### src/rtl/moore_seq_pkg.sv
// rtl/moore_seq_pkg.sv - shared state encoding and default width for moore_seq_tx
package moore_seq_pkg;

  localparam int WIDTH_DEFAULT = 16;

  localparam logic [1:0] IDLE_ENC = 2'd0;
  localparam logic [1:0] SEND_ENC = 2'd1;
  localparam logic [1:0] GAP_ENC  = 2'd2;
  localparam logic [1:0] DONE_ENC = 2'd3;

  typedef enum logic [1:0] {
    IDLE = IDLE_ENC,
    SEND = SEND_ENC,
    GAP  = GAP_ENC,
    DONE = DONE_ENC
  } state_t;

endpackage

### src/rtl/moore_seq_shifter.sv
// rtl/moore_seq_shifter.sv - pattern load/shift register with selectable output bit
module moore_seq_shifter #(
  parameter int WIDTH = 16,
  parameter int CW    = $clog2(WIDTH)
) (
  input  logic             clk,
  input  logic             reset,
  input  logic             load,
  input  logic             shift,
  input  logic [WIDTH-1:0] data,
  input  logic [CW-1:0]    sel,
  output logic             msb
);

  logic [WIDTH-1:0] q;

  always_ff @(posedge clk) begin
    if (reset)
      q <= '0;
    else if (load)
      q <= data;
    else if (shift)
      q <= {q[WIDTH-2:0], 1'b0};
  end

  assign msb = q[sel];

endmodule

### src/rtl/moore_seq_tx.sv
// rtl/moore_seq_tx.sv - serial pattern transmitter with repetitions and inter-repetition gaps
module moore_seq_tx
  import moore_seq_pkg::*;
#(
  parameter int WIDTH = WIDTH_DEFAULT,
  parameter int CW    = $clog2(WIDTH)
) (
  input  logic             clk,
  input  logic             reset,
  input  logic             start,
  input  logic [WIDTH-1:0] pattern,
  input  logic [CW-1:0]    len,
  input  logic [3:0]       reps,
  input  logic [2:0]       gap,
  output logic             d,
  output logic             d_valid,
  output logic             ready,
  output logic             done
);

  state_t           state, state_n;
  logic [WIDTH-1:0] sh_pattern;
  logic [CW-1:0]    sh_len;
  logic [2:0]       sh_gap;
  logic [CW-1:0]    bit_cnt, bit_n;
  logic [3:0]       rep_cnt, rep_n;
  logic [2:0]       gap_cnt, gap_n;
  logic             d_n, d_valid_n, ready_n, done_n;
  logic             capture, load, shift, next_bit;
  logic [WIDTH-1:0] load_data;

  // The shifter holds the bits still to come, so its selected bit is always the next one to send.
  moore_seq_shifter #(.WIDTH(WIDTH), .CW(CW)) u_shifter (
    .clk   (clk),
    .reset (reset),
    .load  (load),
    .shift (shift),
    .data  (load_data),
    .sel   (sh_len),
    .msb   (next_bit)
  );

  always_comb begin
    state_n   = state;
    d_n       = 1'b0;
    d_valid_n = 1'b0;
    ready_n   = 1'b0;
    done_n    = 1'b0;
    bit_n     = bit_cnt;
    rep_n     = rep_cnt;
    gap_n     = gap_cnt;
    capture   = 1'b0;
    load      = 1'b0;
    shift     = 1'b0;
    load_data = sh_pattern << 1;
    case (state)
      IDLE: begin
        ready_n = 1'b1;
        if (start) begin
          capture   = 1'b1;
          load      = 1'b1;
          load_data = pattern << 1;
          state_n   = SEND;
          d_n       = pattern[len];
          d_valid_n = 1'b1;
          ready_n   = 1'b0;
          bit_n     = len;
          rep_n     = reps;
        end
      end
      SEND: begin
        if (bit_cnt != '0) begin
          shift     = 1'b1;
          d_n       = next_bit;
          d_valid_n = 1'b1;
          bit_n     = bit_cnt - CW'(1);
        end else if (rep_cnt != 4'd0) begin
          rep_n = rep_cnt - 4'd1;
          bit_n = sh_len;
          if (sh_gap != 3'd0) begin
            state_n = GAP;
            gap_n   = sh_gap - 3'd1;
          end else begin
            load      = 1'b1;
            d_n       = sh_pattern[sh_len];
            d_valid_n = 1'b1;
          end
        end else begin
          state_n = DONE;
          done_n  = 1'b1;
        end
      end
      GAP: begin
        if (gap_cnt == 3'd0) begin
          state_n   = SEND;
          load      = 1'b1;
          d_n       = sh_pattern[sh_len];
          d_valid_n = 1'b1;
        end else begin
          gap_n = gap_cnt - 3'd1;
        end
      end
      DONE: begin
        state_n = IDLE;
        ready_n = 1'b1;
      end
      default: begin
        state_n = IDLE;
        ready_n = 1'b1;
      end
    endcase
  end

  always_ff @(posedge clk) begin
    if (reset) begin
      state      <= IDLE;
      d          <= 1'b0;
      d_valid    <= 1'b0;
      ready      <= 1'b1;
      done       <= 1'b0;
      bit_cnt    <= '0;
      rep_cnt    <= 4'd0;
      gap_cnt    <= 3'd0;
      sh_pattern <= '0;
      sh_len     <= '0;
      sh_gap     <= 3'd0;
    end else begin
      state   <= state_n;
      d       <= d_n;
      d_valid <= d_valid_n;
      ready   <= ready_n;
      done    <= done_n;
      bit_cnt <= bit_n;
      rep_cnt <= rep_n;
      gap_cnt <= gap_n;
      if (capture) begin
        sh_pattern <= pattern;
        sh_len     <= len;
        sh_gap     <= gap;
      end
    end
  end

endmodule

### config.mk
export PLATFORM = sky130hd
export DESIGN_NAME = moore_seq_tx
export DESIGN_NICKNAME = d
export VERILOG_FILES = /design/src/rtl/moore_seq_pkg.sv /design/src/rtl/moore_seq_shifter.sv /design/src/rtl/moore_seq_tx.sv
export SDC_FILE = /design/constraint.sdc
export NUM_CORES = 1
export LEC_CHECK = 0
export ABC_AREA = 1
export CAP_MARGIN = 20
export CORE_MARGIN = 3
export CORE_UTILIZATION = 30
export CTS_CLUSTER_DIAMETER = 30
export DETAILED_ROUTE_END_ITERATION = 8
export HOLD_SLACK_MARGIN = 0.05
export PLACE_DENSITY_LB_ADDON = 0.2
export SETUP_SLACK_MARGIN = 0.05
export SLEW_MARGIN = 30
export SYNTH_ARGS = -nofsm -noshare
export SYNTH_HDL_FRONTEND = slang
export SYNTH_HIERARCHICAL = 1
export SYNTH_SLANG_ARGS = --single-unit
export TNS_END_PERCENT = 5
### constraint.sdc
create_clock -name clk -period 5.9 [get_ports clk]
set_clock_uncertainty 0.2 [all_clocks]
set_input_delay 1.18 -clock clk [delete_from_list [all_inputs] [get_ports clk]]
set_output_delay 1.18 -clock clk [all_outputs]
set_load 0.02 [all_outputs]
==> metrics <==
Die X=110 um; DR DRC count=0; Power Density=468 mW/mm^2; syn_nets=538; Synth Cell Area=0.00327 mm^2; H-tree depth=2; Post-CTS Setup Inserts=0; number of synthesized flops with an enable pin=0; Core ar.=0.0105 mm^2; Skew-Pair Late Insertion Delay=0.31 ns; Setup Viol. Count Final=0; Worst-path clk slew=0.10 ns; RSZ-0062 raised after global routing=false; Req. time, crit path=5.91 ns; Worst-Margin Slew=0.741 ns; top_reg_cell synth=dfxtp_1; top-count cell post-synth=nand2_1; CP Max Fanout=31; Worst EP arrival=3.37 ns; die height=110 um; CTS max path bufs=2; antenna-violating nets left=0; fin nets=559; final WL=8.69 mm; vias per cell=4.69; ys async rst share=0%; Final TNS setup=0 ns; TritonCTS buffer count=5; root buffer cell=clkbuf_8; Synthesis Warnings=6; largest net degree at the start of global routing=32; CTS tree=built; FP Rows=37; Congestion Overflow GR=0; vias in the first global route=3,038; Netlist cell types=35; layout cell share with drive strength beyond 1=12.1%; post-DR wirelength/cell=13.2 um; die area=0.0122 mm^2; max frequency=297 MHz; Initial Util=31.3%; area leader, netlist=dfxtp_1; Routability Congestion=0.776; sequential fraction of the synthesis area=34.3%; TritonCTS Sinks=56; DR iter-0 viols=179; HP Class=reg2reg; Final HPWL DP=6.50 mm; Worst Setup Start Kind=input port; I/O pin total=34; via count=3,084; final worst-path cycle share=57.1%; max-slew violations=0; Fill cells=1,184; Synth top cells by count=nand2_1, inv_1, dfxtp_1, nand3_1, o21ai_0; CTS resizes=0; Overall Global Routing Usage=14.3%; initial antenna violation count=0; 1st-pass router iterations=4; status=completed; synth top area cells=dfxtp_1, nand2_1, inv_1, nand3_1, o21ai_0; Syn Area/Cell=6.54 um^2; share of the synthesized area in the top cell type=34.3%; IO Port Bufs=33; WS Path Type=in2reg; relative slew slack=50.5%; global-route wire length before repair=14.8 mm; synthesis-to-finish area growth=15.3%; count of state elements after synthesis=56; Lkg Pwr=1.79 nW; Hold-fix buffers, CTS=0; final core occ=36.0%; # diodes=0; CP Capture Type=flop; final-report hold violation count=0; cells after synthesis=500; crit path time final=3.37 ns; max_cap viols=0; worst vdd ir=200 uV
## cell usage in the layout, fill, tap and decap left out
cell type,n
o211ai_1,2
inv_1,70
a31oi_2,1
inv_2,14
o21a_1,1
xor2_1,2
o21ai_2,8
clkinv_4,1
clkinv_1,1
nor2_2,3
conb_1,1
o21ai_0,38
buf_4,2
xnor2_1,2
nor2_1,32
a21oi_1,24
clkinvlp_4,1
nor3_1,14
nand3_1,40
o211ai_2,2
clkbuf_8,5
mux2i_1,1
nand2_2,5
nand2_4,1
or2_1,1
ha_1,8
clkdlybuf4s50_1,33
nand3_2,1
o21ai_1,22
dfxtp_1,56
inv_4,1
clkbuf_1,1
a31oi_1,1
nand2_1,106
or2_2,15
nor3_2,1
nor2_4,2
a22oi_1,3
## per-layer routing
layer / share of wire [%] / vias to the layer above / global-route usage (%)
met5: 0 / - / 0
li1: - / 1615 / -
met1: 49 / 1416 / 19.4
met4: 1.0 / 0 / 3.37
met3: 2.7 / 7 / 2.25
met2: 47 / 46 / 24.0
## metrics by stage
| stage | hold slack (ns) | worst slack, ns | area (um^2) | total power [mW] | cells |
|---|---|---|---|---|---|
| after floorplan | 0.233 | 3.14 | 3270 | 1.35 | 500 |
| after global placement | 0.254 | 1.83 | 3680 | 1.55 | 650 |
| after detailed placement | 0.256 | 1.81 | 3680 | 1.55 | 650 |
| after CTS | 0.273 | 2.15 | 3770 | 1.78 | 658 |
| after global routing | 0.290 | 2.34 | 3770 | 1.94 | 658 |
| final | 0.274 | 2.53 | 3770 | 1.77 | 658 |
## logic make-up (layout without fill, tap and decap cells)
| family | count (synthesis) | in the layout | share of synthesized area, % |
|---|---|---|---|
| xor+xnor | 4 | 4 | 1.07 |
| flops | 56 | 56 | 34.3 |
| other cells | 1 | 1 | 0.115 |
| compound gates | 102 | 102 | 17.5 |
| mux | 1 | 1 | 0.306 |
| buf+inv | 107 | 129 | 13.4 |
| fa+ha+maj | 8 | 8 | 3.06 |
| simple gates | 221 | 221 | 30.2 |
## worst paths after layout
path                                     from  slack (ns)                            to  depth (start not counted)
setup / recovery                        start        2.53   u_shifter/q[1]$_SDFFE_PP0P_                         10
hold / removal    u_shifter/q[0]$_SDFFE_PP0P_        0.27   u_shifter/q[0]$_SDFFE_PP0P_                          2
hold reg to reg   u_shifter/q[0]$_SDFFE_PP0P_        0.27   u_shifter/q[0]$_SDFFE_PP0P_                          2
setup reg to reg        state[1]$_SDFFE_PP0P_        3.12  u_shifter/q[14]$_SDFFE_PP0P_                         11
## critical path: stages
cell,delay (ns)
clkdlybuf4s50_1,0.43
nand2_2,0.42
inv_1,0.39
or2_2,0.37
o21ai_0,0.13
inv_1,0.10
nand2_1,0.11
o21ai_2,0.06
o21ai_1,0.13
inv_1,0.05
## power by group
part           internal [mW]  switching [mW]  total, mW
clock network         0.0850           0.131      0.216
registers              0.508          0.0916      0.599
logic                  0.345           0.605      0.950
## flip-flops by register name, summed over array words and instances, names as in the netlist
register	count
bit_cnt	4
d	1
d_valid	1
done	1
gap_cnt	3
ready	1
rep_cnt	4
sh_gap	3
sh_len	4
sh_pattern	16
state	2
u_shifter/q	16
## final cells by class
cell class / instances / area (um^2) / area share [%]
Inverter: 86 / 325 / 8.63
Timing Repair Buffer: 35 / 345 / 9.16
Clock buffer: 6 / 72.6 / 1.92
Sequential cell: 56 / 1120 / 29.7
Clock inverter: 2 / 16.3 / 0.431
Multi-Input combinational cell: 337 / 1720 / 45.6
Tap cell: 136 / 170 / 4.51
Note: power is estimated with default switching activity, not from simulation.
